$ cat config.mk
export PLATFORM = sky130hd
export DESIGN_NAME = seven_seg_scanner
export DESIGN_NICKNAME = d
export VERILOG_FILES = /design/src/rtl/seven_seg_scanner_pkg.sv /design/src/rtl/seven_seg_scanner_decoder.sv /design/src/rtl/seven_seg_scanner.sv
export SDC_FILE = /design/constraint.sdc
export NUM_CORES = 1
export LEC_CHECK = 0
export ABC_AREA = 1
export CORE_MARGIN = 2
export CORE_UTILIZATION = 43
export CTS_BUF_LIST = sky130_fd_sc_hd__clkbuf_8
export DETAILED_ROUTE_END_ITERATION = 12
export GPL_TIMING_DRIVEN = 0
export PLACE_DENSITY = 0.71
export SYNTH_ARGS = -nofsm -noshare
export SYNTH_HDL_FRONTEND = slang
export SYNTH_SLANG_ARGS = --single-unit
$ cat constraint.sdc
create_clock -name clk -period 4.2 [get_ports clk]
set_input_delay 0.63 -clock clk [delete_from_list [all_inputs] [get_ports clk]]
set_output_delay 0.63 -clock clk [all_outputs]
set_load 0.05 [all_outputs]
$ cat src/rtl/seven_seg_scanner_pkg.sv
// Shared constants, FSM encoding and BCD helper
// for the seven-segment scanner.
package seven_seg_scanner_pkg;

  localparam int NUM_DIGITS = 4;
  localparam int BIN_W = 14;
  localparam int BCD_W = 4 * NUM_DIGITS;
  localparam int MAX_VAL = 9999;
  localparam logic [3:0] SEG_OFF = 4'hF;

  typedef enum logic [1:0] {
    IDLE,
    CONV,
    COMMIT
  } state_t;

  // add-3 correction applied before each double-dabble shift
  function automatic logic [BCD_W-1:0] dd_adj(
    input logic [BCD_W-1:0] b
  );
    logic [BCD_W-1:0] r;
    r = b;
    for (int i = 0; i < NUM_DIGITS; i++) begin
      if (r[4*i+:4] >= 4'd5)
        r[4*i+:4] = r[4*i+:4] + 4'd3;
    end
    return r;
  endfunction

endpackage

$ cat src/rtl/seven_seg_scanner_decoder.sv
// BCD to active-low segment decoder, {g,f,e,d,c,b,a}.
// Codes above 9 (including the blank code) turn all segments off.
module Seven_Segment_Display (
  input  logic [3:0] i_bcd,
  output logic [6:0] o_seg
);

  always_comb begin
    o_seg = 7'b1111111;
    case (i_bcd)
      4'd0: o_seg = 7'b1000000;
      4'd1: o_seg = 7'b1111001;
      4'd2: o_seg = 7'b0100100;
      4'd3: o_seg = 7'b0110000;
      4'd4: o_seg = 7'b0011001;
      4'd5: o_seg = 7'b0010010;
      4'd6: o_seg = 7'b0000010;
      4'd7: o_seg = 7'b1111000;
      4'd8: o_seg = 7'b0000000;
      4'd9: o_seg = 7'b0010000;
      default: o_seg = 7'b1111111;
    endcase
  end

endmodule

$ cat src/rtl/seven_seg_scanner.sv
// 4-digit multiplexed seven-segment controller with a sequential
// double-dabble converter and leading-zero blanking.
module seven_seg_scanner
  import seven_seg_scanner_pkg::*;
#(
  parameter int REFRESH_DIV = 50000,
  parameter int BLANK_LEADING = 1
) (
  input  logic        clk,
  input  logic        rst_n,
  input  logic [13:0] value,
  input  logic        load,
  output logic        ready,
  output logic [6:0]  seg,
  output logic [3:0]  an
);

  localparam int DIV_W = $clog2(REFRESH_DIV);

  state_t r_state;
  state_t w_next;

  logic [BIN_W-1:0] r_bin;
  logic [BCD_W-1:0] r_bcd;
  logic [BCD_W-1:0] w_dd;
  logic [3:0]       r_iter;
  logic             r_ovf;

  logic [NUM_DIGITS-1:0][3:0] r_dig;
  logic [DIV_W-1:0]           r_div;
  logic [1:0]                 r_idx;

  logic [NUM_DIGITS-1:0] w_zero;
  logic                  w_blank;
  logic [3:0]            w_shown;
  logic [6:0]            w_seg;

  assign ready = (r_state == IDLE);
  assign w_dd  = dd_adj(r_bcd);

  always_ff @(posedge clk or negedge rst_n) begin
    if (!rst_n) r_state <= IDLE;
    else        r_state <= w_next;
  end

  always_comb begin
    w_next = r_state;
    unique case (r_state)
      IDLE:    if (load) w_next = CONV;
      CONV:    if (r_iter == 4'(BIN_W - 1)) w_next = COMMIT;
      COMMIT:  w_next = IDLE;
      default: w_next = IDLE;
    endcase
  end

  always_ff @(posedge clk or negedge rst_n) begin
    if (!rst_n) begin
      r_bin  <= '0;
      r_bcd  <= '0;
      r_iter <= '0;
      r_ovf  <= 1'b0;
      r_dig  <= '0;
    end else begin
      unique case (r_state)
        IDLE: begin
          if (load) begin
            r_bin  <= value;
            r_bcd  <= '0;
            r_iter <= '0;
            r_ovf  <= (value > 14'(MAX_VAL));
          end
        end
        CONV: begin
          {r_bcd, r_bin} <= {w_dd[BCD_W-2:0], r_bin, 1'b0};
          r_iter <= r_iter + 4'd1;
        end
        COMMIT: begin
          r_dig <= r_ovf ? {NUM_DIGITS{SEG_OFF}} : r_bcd;
        end
        default: ;
      endcase
    end
  end

  // w_zero[i]: digits i..3 are all zero
  always_comb begin
    w_zero = '0;
    w_zero[NUM_DIGITS-1] = (r_dig[NUM_DIGITS-1] == 4'd0);
    for (int i = NUM_DIGITS - 2; i >= 0; i--)
      w_zero[i] = w_zero[i+1] && (r_dig[i] == 4'd0);
  end

  assign w_blank = (BLANK_LEADING != 0) &&
                   (r_idx != 2'd0) && w_zero[r_idx];
  assign w_shown = w_blank ? SEG_OFF : r_dig[r_idx];

  Seven_Segment_Display u_dec (
    .i_bcd (w_shown),
    .o_seg (w_seg)
  );

  always_ff @(posedge clk or negedge rst_n) begin
    if (!rst_n) begin
      r_div <= '0;
      r_idx <= '0;
      an    <= 4'b1111;
      seg   <= 7'b1111111;
    end else begin
      if (r_div == DIV_W'(REFRESH_DIV - 1)) begin
        r_div <= '0;
        r_idx <= r_idx + 2'd1;
      end else begin
        r_div <= r_div + 1'b1;
      end
      an  <= ~(4'b0001 << r_idx);
      seg <= w_seg;
    end
  end

endmodule

* Yosys cells after proc, flatten, opt, wreduce, memory -nomap -nowiden *
Memories as Yosys holds them, arrays and structs flattened. A register that Yosys moved wholly into a read port is not among the register bits.
Cells that the tools add are included.

word-level totals
  bits in registers = 75
  latch bits = 0
  bits in writable memories = 0
  ROM bits = 112
  input bits = 17
  output and inout bits = 12
  word-level logic and storage cells = 69
  memories kept = 1

memory list
  memory            depth  width  read ports  clocked after Yosys merged registers in  wr ports  line                             text
  (name not given)  16     7      1           1                                        0         seven_seg_scanner_decoder.sv:10  case (i_bcd)

cells by class
  add/subtract/negate cells = 7
  $mul = 0
  div/mod/pow operators = 0
  magnitude comparators = 6
  equality and inequality tests = 6
  shifts and indexed selects = 1
  multiplexer cells = 20
  bitwise gates (word level) = 1
  reduce and logical (&&, ||, !) cells = 15

operator list
  cell                   number
  $mux 16                3
  $pmux 16 s2            1
  $pmux 14 s2            1
  $mux 4                 6
  $add 16x1->16 const B  1
  $eq 16x16->1 const B   1
  $ge 4x3->1 const B     4
  $logic_not 4->1        4
  $gt 14x14->1 const B   1
  $mux 14                1
  $add 4x2->4 const B    3
  $bmux 4 s2             1
  $pmux 4 s2             1
  $reduce_and 2->1       3
  $add 4x1->4 const B    1
  $eq 4x4->1 const B     1
  $logic_and 1x1->1      4
  $mux 2                 2
  $ne 2x2->1 const B     2
  $not 4->4              1
  $pmux 2 s2             1
  $reduce_bool 2->1      2
  $shl 1x2->4 const A    1
  $add 3x2->3 const B    1
  9 further kinds        9

* Longest topological paths before layout *
  depth after elaboration = 8
  gate-level depth with buffers = 15

* By module *
Synthesis repeated with hierarchy kept, for this count alone.

second synthesis, totals
  cell total of the unflattened synthesis = 509
  area total of the unflattened synthesis = 4255.3 um^2

modules (own cells, without submodules)
  module                 times used  cells each  area each (um^2)
  seven_seg_scanner      1           474         4067.7
  Seven_Segment_Display  1           35          187.7

* Least setup slack after synthesis *
Ideal clock, no wire load.

  path kind = register to register
  start = register r_state[0]
  end = register r_bcd[12]
  setup time = 0.137 ns
  arrival = 1.824 ns
  data required time = 4.063 ns
  path slack = 2.240 ns
  cell stages (with the launch flop) = 8
  buffers on the path = 1
  clock period less this slack = 1.960 ns
  path through = dfrtp_1 -> nor2_1 -> nand2_2 -> inv_2 -> nor2_8 -> inv_2 -> buf_4 -> o32ai_1

on the way
  longest elaborated chain between the ends = 3
  elaborated cells between the ends (all ways) = 6
  classes of those cells = 2 x eq/ne; 1 x mux; 3 x reduce/logical

RTL lines
  what                                                                     line                     text
  start, declared                                                          seven_seg_scanner.sv:20  state_t r_state;
  start signal, assigned                                                   seven_seg_scanner.sv:43  else r_state <= w_next;
  $logic_not 2->1 *                                                        --
  net ready                                                                seven_seg_scanner.sv:13  output logic ready,
  $ne 2x2->1 (no source line) / $reduce_bool 2->1 (equally long branches)  --
  $reduce_and 2->1 (no source line)                                        --
  end signal, assigned                                                     seven_seg_scanner.sv:74  {r_bcd, r_bin} <= {w_dd[BCD_W-2:0], r_bin, 1'b0};
  end, declared                                                            seven_seg_scanner.sv:24  logic [BCD_W-1:0] r_bcd;

Mark *: on every way through the listed nets, which the timed path passes. The rest lies on a longest branch.
A chain may end at the register's enable or synchronous reset.

* Worst setup path after layout *
  start = register r_state[0]
  end = output ready

on the way
  longest elaborated chain between the ends = 1

RTL lines
  what             line                     text
  $logic_not 2->1  seven_seg_scanner.sv:38  assign ready = (r_state == IDLE);
  end, declared    seven_seg_scanner.sv:13

Every way passes these cells.

==> results <==
- The run finished with clean final reports.
- The async set-reset flop share out of synthesis is 100.0%.
- The number of buffers and inverters on the critical path is 1.
- In this run the tightest slew margin relative to its limit is 65.43%.
- Gates resized during post-CTS repair numbered 0.
- In the synthesized netlist the dominant register cell turns out to be sky130_fd_sc_hd__dfrtp_1.
- Internal power comes to 1.850 mW.
- The placed instances occupy a cell area of 4629 µm².
- The repair_antennas step left the layout with diodes totalling 0.
- The clock net sink count is 82.
- The largest individual stage delay along the critical path comes from the cell sky130_fd_sc_hd__clkdlybuf4s50_1.
- Counting along the longest clock path gives a buffer depth of 2.
- In the routed layout, each cell is associated on average with a via count of 4.940.
- The cell family contributing the most delay on the critical path is buffers and inverters.
- The die area is 10480 µm².
- The fraction of layout cells with a size suffix above 1 is 10.46%.
- Input and output buffers added on the ports amount to 28.
- The post-detailed-routing wire length is 8026 µm.
- In the final routed layout, each cell accounts on average for 12.25 µm.
- The maximum number of pins on one net before global-route repair is 62.
- The startpoint of the most critical register-to-register path is r_idx[0].
- For this run, the post-layout net count is 556.
- The startpoint class of the critical path is a flop.
- Clock tree synthesis inserted a total of 9 buffers.
- The largest single stage delay on the critical path is 0.85 ns.
- The post-detailed-route count of antenna-violating nets is 0.
- The detailed router placed 3236 vias in this run.
- The start point of the critical path is r_state[0].
- The number of antenna violations at the first check in global routing is 0.
- Summing every instance area after synthesis gives 4163 µm².
- The number of synthesized flops with an enable pin is 0.
- In this run the standard cell core region covers 9328 µm².
- The clock latency reported for the late side of the worst-skew pair is 0.35 ns.
- The final hold violation count came to 0.
- The H-tree generated during clock tree synthesis spans 3 levels.
- For this run, the top clock speed supported by timing is 411.5 MHz.
- Across the VDD grid, the largest voltage drop is 336.0 µV.
- The aggregate global routing overflow is 0.
- The number of iterations in the first detailed-routing pass is 4.
- At the pin with the least slew margin, the transition time is 0.5138 ns.
- On the final layout, the worst clock skew is 0.01381 ns.
- The finished cells cover 4850 µm².
- The die is 102.4 µm tall.
- The TritonCTS clock tree is built.
- The clock transition time at the flip-flop clock pins of the worst setup and hold paths is 0.09 ns.
- The final critical-path share of the clock period is 57.87%.
- The first routing iteration left 104 violations.
- The via count of the first global-routing pass is 3232.
- In this run the count of I/O pins placed on the die edge is 29.
- In this run the worst path has a maximum fanout of 3.
- The area growth from synthesis to layout is 16.50%.
- The endpoint of the lowest-slack register-to-register path is seg[3].
- Counting every net in the synthesized netlist gives 516.
- The part of the total power dissipated in sequential elements is 40.7%.
- The worst setup timing slack at the placement stage is 2.103 ns.
- Of the synthesized area, sequential elements account for 49.62%.
- Each instance of the synthesized netlist takes up on average 8.654 µm².
- Setup slack on the worst reg-to-reg path comes out at 2.09 ns.
- The worst setup path is of the flop to output port kind.
- The count of maximum capacitance violations is 0.
- The count of standard-cell rows is 35.
- The clock period could shrink to 2.430 ns.
- For this run, design rule violations remaining after detail routing come to 0.
- Data on the critical path is required at its endpoint by 3.57 ns.
- The aggregate global-route resource usage is 17.13%.
- The floorplan die width is 102.4 µm.
- The count of state elements after synthesis is 82.
- The final count of pins violating max slew is 0.
- The clock power share is 20.8%.
- The worst setup path endpoint is ready.
- For the worst setup path, the data arrival time is 1.80 ns.
- The net load switching power is 1.161 mW.
- The proportion of power drawn by combinational gates is 38.6%.
- After layout, the worst setup slack is 1.770 ns.
- Hold repair after CTS inserted 0 buffers.
- The global-route wire length before repair is 14220 µm.
- The number of different library cells used by synthesis comes to 41.
- CTS placed an instance of sky130_fd_sc_hd__clkbuf_8 at the clock tree root.
- The congestion estimate from routability-driven global placement came to 0.8836.
- The count of warnings emitted by yosys is 0.
- The tightest min-delay check is of the input pin to asynchronous set/reset pin type.
- The effective utilization at floorplan is 44.63%.
- STA classifies the critical path endpoint as an output port.
- The total setup violations reported at the end of the flow is 0.
- Dividing total power by cell area gives a power density of 620.9 nW/µm².
- The logic depth of the worst path, buffers included is 2.
- The depth of the worst register-to-register path is 15.
- The count of buffers added by post-CTS timing repair for setup is 0.
- The switching fraction of total power is 38.56%.
- The leakage component of the power is 2.312 nW.
- Setup repair after global routing left no endpoint under its margin.
- Synthesis produced a netlist whose cell count is 481.
- The detailed placement HPWL is 6035 µm.
- Walking the worst path, the cells encountered are nor2_1 > clkdlybuf4s50_1.
## power by group through the flow
stage	sequential [mW]	clock [mW]	combinational (mW)
after CTS	1.22	0.642	1.17
after global placement	1.23	0	1.12
after global routing	1.26	0.674	1.32
after floorplan	1.29	0	0.800
after detailed placement	1.24	0	1.17
final	1.22	0.625	1.16
## Yosys cell counts (all sizes together), types with 3 or more instances
| cell type | number | area share, % |
|---|---|---|
| buf | 4 | 0.69 |
| o21ai | 47 | 5.7 |
| a32o | 3 | 0.72 |
| clkbuf | 7 | 0.63 |
| nor4 | 3 | 0.45 |
| nand3 | 19 | 2.4 |
| xor2 | 12 | 2.5 |
| dfrtp | 71 | 43 |
| dfstp | 11 | 6.9 |
| o22ai | 22 | 3.6 |
| a21oi | 22 | 2.6 |
| ha | 18 | 5.4 |
| nand2 | 81 | 7.9 |
| nand4 | 9 | 1.4 |
| nor2 | 42 | 4.5 |
| nor3 | 8 | 1.1 |
| inv | 86 | 7.8 |
| o32ai | 3 | 0.63 |
| a31oi | 4 | 0.60 |
## layout make-up
| class | instances | area [µm²] |
|---|---|---|
| Clock buffer | 10 | 137.6 |
| Fill cell | 900 | 4478 |
| Buffer | 11 | 55.05 |
| Timing Repair Buffer | 29 | 305.3 |
| Tap cell | 129 | 161.4 |
| Inverter | 87 | 326.6 |
| Clock inverter | 6 | 82.58 |
| Sequential cell | 82 | 2066 |
| Multi-Input combinational cell | 301 | 1715 |
## how the worst min path moves through the flow
stage / slack, ns / to / depth (start not counted)
floorplan: 0.33 / r_bcd[0] / 0
global placement: 0.48 / r_div[0] / 1
detailed placement: 0.49 / r_div[0] / 1
CTS: 0.15 / r_div[15] / 1
global route: 0.16 / r_div[15] / 1
finish: 0.15 / r_div[15] / 1
## metrics by stage
step	hold WS [ns]	setup TNS [ns]	std cells	power [mW]	util, %
floorplan	0.3344	0	481	2.089	-
global placement	0.4797	-24.10	638	2.347	49.36
detailed placement	0.4937	0	639	2.407	49.63
CTS	0.1477	0	655	3.040	51.99
global route	0.1575	0	655	3.253	51.99
finish	0.1532	0	655	3.011	51.99
## logic make-up (layout without fill, tap and decap cells)
| family | after synthesis | in the layout | share of synthesized area (%) |
|---|---|---|---|
| AOI/OAI and AO/OA | 105 | 105 | 14.82 |
| DFF | 82 | 82 | 49.62 |
| buffers and inverters | 98 | 143 | 9.168 |
| and+or+nand+nor | 165 | 165 | 18.24 |
| adders and majority gates | 18 | 18 | 5.410 |
| xor gates and xnor gates | 13 | 13 | 2.735 |
## layout by cell type (no fill, tap or decap), types with 9 or more instances in the layout
master                             n
sky130_fd_sc_hd__nand3_1          18
sky130_fd_sc_hd__nand4_1           9
sky130_fd_sc_hd__nand2_1          73
sky130_fd_sc_hd__dfstp_2          11
sky130_fd_sc_hd__clkbuf_8         10
sky130_fd_sc_hd__ha_1             18
sky130_fd_sc_hd__o21ai_0          41
sky130_fd_sc_hd__inv_1            83
sky130_fd_sc_hd__dfrtp_1          71
sky130_fd_sc_hd__a21oi_1          22
sky130_fd_sc_hd__clkdlybuf4s50_1  27
sky130_fd_sc_hd__nor2_1           38
sky130_fd_sc_hd__o22ai_1          20
sky130_fd_sc_hd__xor2_1           12
## per-layer routing
metal / vias to the layer above / global-route usage (%) / part of all wire [%]
met3: 6 / 4.514 / 3.2
met4: 0 / 3.692 / 0.66
met1: 1528 / 20.11 / 44
met5: - / 0 / 0
li1: 1653 / - / -
met2: 49 / 31.43 / 52
## flip-flops by register name, indices dropped and copies added (netlist names)
| register | cells |
|---|---|
| r_idx | 2 |
| r_bin | 14 |
| r_iter | 4 |
| r_state | 2 |
| seg | 7 |
| r_div | 16 |
| an | 4 |
| r_ovf | 1 |
| r_bcd | 16 |
| r_dig | 16 |
Note: power is estimated with default switching activity, not from simulation.
